===== src/rtl/fp64_pkg.sv =====
// Shared types for the APB double-precision fetch block: class codes, FSM states,
// the queued result entry and the IEEE-754 double classifier.
package fp64_pkg;

   localparam int FP64_EXP_W   = 11;
   localparam int FP64_MANT_W  = 52;
   localparam int ENTRY_ADDR_W = 32;

   typedef enum logic [2:0] {
      CLS_ZERO = 3'd0,
      CLS_SUB  = 3'd1,
      CLS_INF  = 3'd2,
      CLS_NAN  = 3'd3,
      CLS_NORM = 3'd4,
      CLS_ERR  = 3'd7
   } fp64_class_t;

   typedef enum logic [1:0] {
      ST_IDLE,
      ST_SETUP,
      ST_ACCESS,
      ST_GAP
   } fetch_state_t;

   typedef struct packed {
      logic [63:0]             data;
      logic                    err;
      fp64_class_t             cls;
      logic [ENTRY_ADDR_W-1:0] addr;
   } fp64_entry_t;

   // Sign is deliberately ignored: -0 is ZERO, -inf is INF, and so on.
   function automatic fp64_class_t fp64_classify(input logic [63:0] d);
      logic [FP64_EXP_W-1:0]  e;
      logic [FP64_MANT_W-1:0] m;
      fp64_class_t            c;
      e = d[FP64_MANT_W +: FP64_EXP_W];
      m = d[FP64_MANT_W-1:0];
      if (e == '0)
         c = (m == '0) ? CLS_ZERO : CLS_SUB;
      else if (e == '1)
         c = (m == '0) ? CLS_INF : CLS_NAN;
      else
         c = CLS_NORM;
      return c;
   endfunction

endpackage


===== src/rtl/apb_fp64_fetch_if.sv =====
// Signal bundle around the fetch sequencer: request input, APB master side, result queue.
// Handshake: req_* and out_* move one item on a rising PCLK edge where valid and ready are both high; valid keeps its payload stable until then.
interface apb_fp64_fetch_if #(parameter int ADDR_W = 32);
   logic              req_valid;
   logic              req_ready;
   logic [ADDR_W-1:0] req_addr;

   logic              PSEL;
   logic              transfer;
   logic              PWRITE;
   logic [ADDR_W-1:0] PADDR;
   logic              PREADY;
   logic [31:0]       PRDATA1;
   logic [31:0]       PRDATA2;

   logic              out_valid;
   logic              out_ready;
   logic [63:0]       out_data;
   logic              out_sign;
   logic [10:0]       out_exp;
   logic [51:0]       out_mant;
   logic [2:0]        out_class;
   logic              out_err;
   logic [ADDR_W-1:0] out_addr;

   modport master (
      input  req_valid, req_addr, PREADY, PRDATA1, PRDATA2, out_ready,
      output req_ready, PSEL, transfer, PWRITE, PADDR,
             out_valid, out_data, out_sign, out_exp, out_mant, out_class, out_err, out_addr
   );

   modport slave (
      output req_valid, req_addr, PREADY, PRDATA1, PRDATA2, out_ready,
      input  req_ready, PSEL, transfer, PWRITE, PADDR,
             out_valid, out_data, out_sign, out_exp, out_mant, out_class, out_err, out_addr
   );
endinterface


===== src/rtl/fp64_fetch_fifo.sv =====
// Small synchronous FIFO of fetch result entries; storage resets to zero so the
// head fields read as zero while the queue has never been written.
module fp64_fetch_fifo
   import fp64_pkg::*;
#(
   parameter int DEPTH = 2
) (
   input  logic                     clk,
   input  logic                     rst_n,
   input  logic                     push,
   input  fp64_entry_t              din,
   input  logic                     pop,
   output fp64_entry_t              dout,
   output logic [$clog2(DEPTH):0]   count,
   output logic                     full,
   output logic                     empty
);
   localparam int PTR_W = $clog2(DEPTH);

   fp64_entry_t      mem [DEPTH];
   logic [PTR_W-1:0] wr_ptr;
   logic [PTR_W-1:0] rd_ptr;
   logic             do_push;
   logic             do_pop;

   assign do_push = push && !full;
   assign do_pop  = pop && !empty;

   // DEPTH is a power of two, so the pointers wrap by plain overflow.
   always_ff @(posedge clk or negedge rst_n) begin
      if (!rst_n) begin
         wr_ptr <= '0;
         rd_ptr <= '0;
         count  <= '0;
         for (int i = 0; i < DEPTH; i++) mem[i] <= '0;
      end else begin
         if (do_push) begin
            mem[wr_ptr] <= din;
            wr_ptr      <= wr_ptr + PTR_W'(1);
         end
         if (do_pop) rd_ptr <= rd_ptr + PTR_W'(1);
         case ({do_push, do_pop})
            2'b10:   count <= count + (PTR_W+1)'(1);
            2'b01:   count <= count - (PTR_W+1)'(1);
            default: ;
         endcase
      end
   end

   assign full  = (count == (PTR_W+1)'(DEPTH));
   assign empty = (count == '0);
   assign dout  = mem[rd_ptr];
endmodule


===== src/rtl/apb_fp64_fetch.sv =====
// Read sequencer upstream of an APB master: one read per request, the two 32-bit
// read words are joined into a double, classified and queued with a PREADY timeout.
module apb_fp64_fetch
   import fp64_pkg::*;
#(
   parameter int ADDR_W     = 32,
   parameter int FIFO_DEPTH = 2,
   parameter int TIMEOUT    = 16
) (
   input  logic                        PCLK,
   input  logic                        PRESETn,
   apb_fp64_fetch_if.master            bus,
   output fetch_state_t                dbg_state,
   output logic [$clog2(FIFO_DEPTH):0] dbg_count
);
   localparam int CNT_W = $clog2(TIMEOUT + 1);

   fetch_state_t  state_q, state_d;
   logic [CNT_W-1:0]  cnt_q, cnt_d;
   logic [ADDR_W-1:0] paddr_q, paddr_d;
   logic          push;
   logic          push_err;
   logic          req_ready_c;
   logic          xfer_active;
   fp64_entry_t   push_entry;
   fp64_entry_t   head;
   logic          fifo_full;
   logic          fifo_empty;
   logic [$clog2(FIFO_DEPTH):0] fifo_count;

   always_ff @(posedge PCLK or negedge PRESETn) begin
      if (!PRESETn) begin
         state_q <= ST_IDLE;
         cnt_q   <= '0;
         paddr_q <= '0;
      end else begin
         state_q <= state_d;
         cnt_q   <= cnt_d;
         paddr_q <= paddr_d;
      end
   end

   // Accepting only when the queue has room means a push can never overflow it,
   // since at most one read is in flight.
   always_comb begin
      state_d     = state_q;
      cnt_d       = cnt_q;
      paddr_d     = paddr_q;
      push        = 1'b0;
      push_err    = 1'b0;
      req_ready_c = 1'b0;
      xfer_active = 1'b0;
      unique case (state_q)
         ST_IDLE: begin
            req_ready_c = !fifo_full;
            if (bus.req_valid && !fifo_full) begin
               paddr_d = bus.req_addr;
               state_d = ST_SETUP;
            end
         end
         ST_SETUP: begin
            xfer_active = 1'b1;
            cnt_d       = '0;
            state_d     = ST_ACCESS;
         end
         ST_ACCESS: begin
            xfer_active = 1'b1;
            if (bus.PREADY) begin
               push    = 1'b1;
               cnt_d   = '0;
               state_d = ST_GAP;
            end else if (cnt_q == CNT_W'(TIMEOUT - 1)) begin
               push     = 1'b1;
               push_err = 1'b1;
               cnt_d    = '0;
               state_d  = ST_GAP;
            end else begin
               cnt_d = cnt_q + CNT_W'(1);
            end
         end
         ST_GAP:  state_d = ST_IDLE;
         default: state_d = ST_IDLE;
      endcase
   end

   always_comb begin
      push_entry.data = push_err ? 64'd0 : {bus.PRDATA1, bus.PRDATA2};
      push_entry.err  = push_err;
      push_entry.cls  = push_err ? CLS_ERR : fp64_classify({bus.PRDATA1, bus.PRDATA2});
      push_entry.addr = ENTRY_ADDR_W'(paddr_q);
   end

   fp64_fetch_fifo #(.DEPTH(FIFO_DEPTH)) u_fifo (
      .clk   (PCLK),
      .rst_n (PRESETn),
      .push  (push),
      .din   (push_entry),
      .pop   (bus.out_ready),
      .dout  (head),
      .count (fifo_count),
      .full  (fifo_full),
      .empty (fifo_empty)
   );

   assign bus.req_ready = req_ready_c;
   assign bus.PSEL      = xfer_active;
   assign bus.transfer  = xfer_active;
   assign bus.PWRITE    = 1'b0;
   assign bus.PADDR     = paddr_q;

   assign bus.out_valid = !fifo_empty;
   assign bus.out_data  = head.data;
   assign bus.out_sign  = head.data[63];
   assign bus.out_exp   = head.data[FP64_MANT_W +: FP64_EXP_W];
   assign bus.out_mant  = head.data[FP64_MANT_W-1:0];
   assign bus.out_class = head.cls;
   assign bus.out_err   = head.err;
   assign bus.out_addr  = ADDR_W'(head.addr);

   assign dbg_state = state_q;
   assign dbg_count = fifo_count;
endmodule


===== src/flat_wrapper.sv =====
// flat-port wrapper written by rule: the top's interface ports become plain ports
module apb_fp64_fetch_flat import fp64_pkg::*;
#(
   parameter int ADDR_W     = 32,
   parameter int FIFO_DEPTH = 2,
   parameter int TIMEOUT    = 16
)
  (PCLK, PRESETn, dbg_state, dbg_count, bus_req_valid, bus_req_addr, bus_PREADY, bus_PRDATA1, bus_PRDATA2, bus_out_ready, bus_req_ready, bus_PSEL, bus_transfer, bus_PWRITE, bus_PADDR, bus_out_valid, bus_out_data, bus_out_sign, bus_out_exp, bus_out_mant, bus_out_class, bus_out_err, bus_out_addr);
  apb_fp64_fetch_if #(.ADDR_W(ADDR_W)) bus_i ();
  input  logic PCLK;
  input  logic PRESETn;
  output fetch_state_t dbg_state;
  output logic [$clog2(FIFO_DEPTH):0] dbg_count;
  input wire logic [$bits(bus_i.req_valid)-1:0] bus_req_valid;
  input wire logic [$bits(bus_i.req_addr)-1:0] bus_req_addr;
  input wire logic [$bits(bus_i.PREADY)-1:0] bus_PREADY;
  input wire logic [$bits(bus_i.PRDATA1)-1:0] bus_PRDATA1;
  input wire logic [$bits(bus_i.PRDATA2)-1:0] bus_PRDATA2;
  input wire logic [$bits(bus_i.out_ready)-1:0] bus_out_ready;
  output wire logic [$bits(bus_i.req_ready)-1:0] bus_req_ready;
  output wire logic [$bits(bus_i.PSEL)-1:0] bus_PSEL;
  output wire logic [$bits(bus_i.transfer)-1:0] bus_transfer;
  output wire logic [$bits(bus_i.PWRITE)-1:0] bus_PWRITE;
  output wire logic [$bits(bus_i.PADDR)-1:0] bus_PADDR;
  output wire logic [$bits(bus_i.out_valid)-1:0] bus_out_valid;
  output wire logic [$bits(bus_i.out_data)-1:0] bus_out_data;
  output wire logic [$bits(bus_i.out_sign)-1:0] bus_out_sign;
  output wire logic [$bits(bus_i.out_exp)-1:0] bus_out_exp;
  output wire logic [$bits(bus_i.out_mant)-1:0] bus_out_mant;
  output wire logic [$bits(bus_i.out_class)-1:0] bus_out_class;
  output wire logic [$bits(bus_i.out_err)-1:0] bus_out_err;
  output wire logic [$bits(bus_i.out_addr)-1:0] bus_out_addr;
  assign bus_i.req_valid = bus_req_valid;
  assign bus_i.req_addr = bus_req_addr;
  assign bus_i.PREADY = bus_PREADY;
  assign bus_i.PRDATA1 = bus_PRDATA1;
  assign bus_i.PRDATA2 = bus_PRDATA2;
  assign bus_i.out_ready = bus_out_ready;
  assign bus_req_ready = bus_i.req_ready;
  assign bus_PSEL = bus_i.PSEL;
  assign bus_transfer = bus_i.transfer;
  assign bus_PWRITE = bus_i.PWRITE;
  assign bus_PADDR = bus_i.PADDR;
  assign bus_out_valid = bus_i.out_valid;
  assign bus_out_data = bus_i.out_data;
  assign bus_out_sign = bus_i.out_sign;
  assign bus_out_exp = bus_i.out_exp;
  assign bus_out_mant = bus_i.out_mant;
  assign bus_out_class = bus_i.out_class;
  assign bus_out_err = bus_i.out_err;
  assign bus_out_addr = bus_i.out_addr;
  apb_fp64_fetch #(.ADDR_W(ADDR_W), .FIFO_DEPTH(FIFO_DEPTH), .TIMEOUT(TIMEOUT)) u_core (.PCLK(PCLK), .PRESETn(PRESETn), .bus(bus_i), .dbg_state(dbg_state), .dbg_count(dbg_count));
endmodule

===== config.mk =====
export PLATFORM = sky130hd
export DESIGN_NAME = apb_fp64_fetch_flat
export DESIGN_NICKNAME = d
export VERILOG_FILES = /design/src/rtl/fp64_pkg.sv /design/src/rtl/apb_fp64_fetch_if.sv /design/src/rtl/fp64_fetch_fifo.sv /design/src/rtl/apb_fp64_fetch.sv /design/src/flat_wrapper.sv
export SDC_FILE = /design/constraint.sdc
export NUM_CORES = 1
export LEC_CHECK = 0
export BUFFER_PORTS_ARGS = -buffer_cell sky130_fd_sc_hd__buf_2
export CAP_MARGIN = 15
export CORE_ASPECT_RATIO = 1.25
export CORE_MARGIN = 1
export CORE_UTILIZATION = 53
export DETAILED_ROUTE_END_ITERATION = 10
export GPL_TIMING_DRIVEN = 0
export PLACE_DENSITY = 0.8
export RECOVER_POWER = 25
export SLEW_MARGIN = 20
export SYNTH_ARGS = -nofsm -noshare
export SYNTH_HDL_FRONTEND = slang
export SYNTH_SLANG_ARGS = --single-unit

===== constraint.sdc =====
create_clock -name PCLK -period 2.2 [get_ports PCLK]
set_input_delay 0.11 -clock PCLK [delete_from_list [all_inputs] [get_ports PCLK]]
set_output_delay 0.11 -clock PCLK [all_outputs]
set_load 0.1 [all_outputs]

==> impl_metrics.tcl <==
set metrics [dict create \
    rsz0062_at_grt "true" \
    critical_path.endpoint_type "output pin" \
    syn-mean-instance-area_um2 11.5 \
    cap_violations 0 \
    drcViolationCount 0 \
    drive_gt1_frac 0.474 \
    hold_viol_final 0 \
    ys_ff_latch 243 \
    track_usage 0.296 \
    grt_overflow 0 \
    via_count 9333 \
    netlist_area_mm2 0.0116 \
    coreArea_mm2 0.0215 \
    dr.pass1.iters 5 \
    seq_area_mm2 0.00609 \
    multi_input_area_mm2 0.00441 \
    synthCells 1009 \
    cp-start-kind "flip-flop" \
    cts_made_buffers 26 \
    antenna_left 0 \
    antenna_cells 0 \
    grt_pass1_vias 9824 \
    clkTransAtPathRegs_ns 0.06 \
    rows 60 \
    period_share 1.00 \
    mostFrequentLayoutCell "buf_2" \
    root_buffer "clkbuf_16" \
    yosys.area.top_type "dfrtp_1" \
    crit_fanout 10 \
    finalSetupViolCount 1 \
    cts_tree "yes" \
    viasPerCell 5.35 \
    seq_area_frac_synth 0.524 \
    grt_pass1_wl_mm 52.2 \
    synth_area_leaders "dfrtp_1, mux2_2, mux2_4" \
    tightest_slew_ns 1.18 \
    fin_worst_skew_ns 0.0117 \
    antenna_found_initial 0 \
    netlist.area_leader.share 0.524 \
    max_slew_margin 0.219 \
    synth_cell_types 38 \
    crit_type "reg2out" \
    synth_edf_count 0 \
    hold_path.class "in2reg" \
    ioPinCount 306 \
    grt_max_degree 105 \
    die_h_um 167 \
    min_period_ns 2.21 \
    cts_buffer_depth 3 \
    area_delta_synth_final_pct 36.2 \
    final_cell_mix "buf_2, dfrtp_1, nand2_1" \
    drt_iter0_drc 463 \
    fmax_mhz 453 \
    wl_per_cell_um 19.1 \
    fill_cells 1372 \
    synthFlopType "dfrtp_1" \
    hold_ws_ns 0.0316 \
    fp.dieArea_mm2 0.0225 \
    htreeDepth 1 \
    cts.sinks 243 \
    fin_cells 1745 \
    arrival_ns 2.10 \
    nets 1552 \
    synth_nets 1114 \
    fin_ws_ns -0.00602 \
    synth-async-reset-ratio 1.00 \
    dpl.hpwl_mm 21.1 \
    numPortBuffers 304 \
    dp.cells 1594 \
    slew_viol_final 0 \
    wl_mm 33.3 \
    place_ws_ns -0.406 \
    die_x_um 134 \
    start_util 0.541 \
    ys.warnings.count 0 \
    cp.required_ns 2.09 \
    outcome "finished, violations left" \
    clk_latency_ns 0.52 \
    violations "negative setup slack" \
    gp_congestion 0.857 \
]
==> flip-flops by register name, summed over array words and instances (netlist names) <==
register              count
u_core.u_fifo.wr_ptr      1
u_core.dbg_state          2
u_core.u_fifo.count       2
u_core.bus.PADDR         32
u_core.u_fifo.mem       200
u_core.u_fifo.rd_ptr      1
u_core.cnt_q              5
==> final timing paths <==
check,start,to,slack [ns],cells after the start
hold / removal,bus_PREADY,u_core.cnt_q[4],0.03,4
min in group asynchronous,PRESETn,u_core.u_fifo.mem[8],0.34,2
max in group asynchronous,PRESETn,u_core.u_fifo.mem[160],0.31,4
setup / recovery,u_core.u_fifo.rd_ptr,bus_out_mant[29],-0.006,5
setup reg to reg,u_core.cnt_q[0],u_core.u_fifo.mem[107],0.07,7
hold reg to reg,u_core.u_fifo.mem[178],u_core.u_fifo.mem[178],0.48,2
==> cells in the mapped netlist (4+ instances only) <==
cell / instances
o21ai_0: 115
o21ai_1: 21
nand4_1: 4
buf_2: 14
inv_1: 5
mux2_1: 18
buf_6: 15
clkbuf_1: 28
ha_1: 4
buf_4: 99
nand2_1: 205
mux2_2: 115
mux2_4: 64
dfrtp_1: 243
nand3_1: 6
nor4_1: 16
==> area by class of cell <==
cell class	instances	area share
well taps	279	0.0221
flip-flops and latches	243	0.385
clock inverters	9	0.0111
multi-input cells	604	0.279
plain buffers	156	0.0749
clock buffers	38	0.0504
repair buffers	411	0.176
inverters	5	0.00119
==> cells by family after synthesis <==
| group | after synthesis | synth area share |
|---|---|---|
| AND/OR/NAND/NOR | 247 | 0.0880 |
| adder cells (fa/ha/maj) | 4 | 0.00431 |
| AO/OA/AOI/OAI | 148 | 0.0696 |
| multiplexers | 200 | 0.214 |
| XOR/XNOR | 4 | 0.00302 |
| buffers and inverters | 162 | 0.0966 |
| flip-flops | 243 | 0.524 |
| other | 1 | 0.000323 |
==> metrics by stage <==
stage | TNS, ns | area, µm² | utilization
final | -0.00602 | 15800 | 0.736
after global placement | -765.78 | 13500 | 0.628
after global routing | -1.15 | 15800 | 0.736
after CTS | -0.144 | 15800 | 0.734
after detailed placement | -29.93 | 13600 | 0.631
after floorplan | 0 | 11600 | -
==> timing repair <==
item	in CTS	in global routing
setup endpoints to repair	258	219
hold buffers	98	0
buffers inserted	4	1
cloned	0	2
gates resized for setup	89	15
pin swaps	2	2
hold endpoints to repair	300	0
==> critical path, stage by stage, from the launching register on <==
cell and delay [ns]:
dfrtp_1 0.36, clkbuf_8 0.22, buf_4 0.23, mux2_2 0.41, buf_4 0.15, buf_4 0.22
==> routing by layer <==
metal / routed length, µm / share of wire / global-route usage / vias to the layer above
li1: - / - / - / 4227
met1: 12900 / 0.39 / 0.346 / 4578
met2: 17100 / 0.51 / 0.535 / 437
met3: 1980 / 0.059 / 0.0424 / 91
met4: 1400 / 0.042 / 0.132 / 0
met5: 0 / 0 / 0 / -
Power is not shown: default switching activity piles up to over one toggle a cycle in this logic, so the estimate is an artifact.
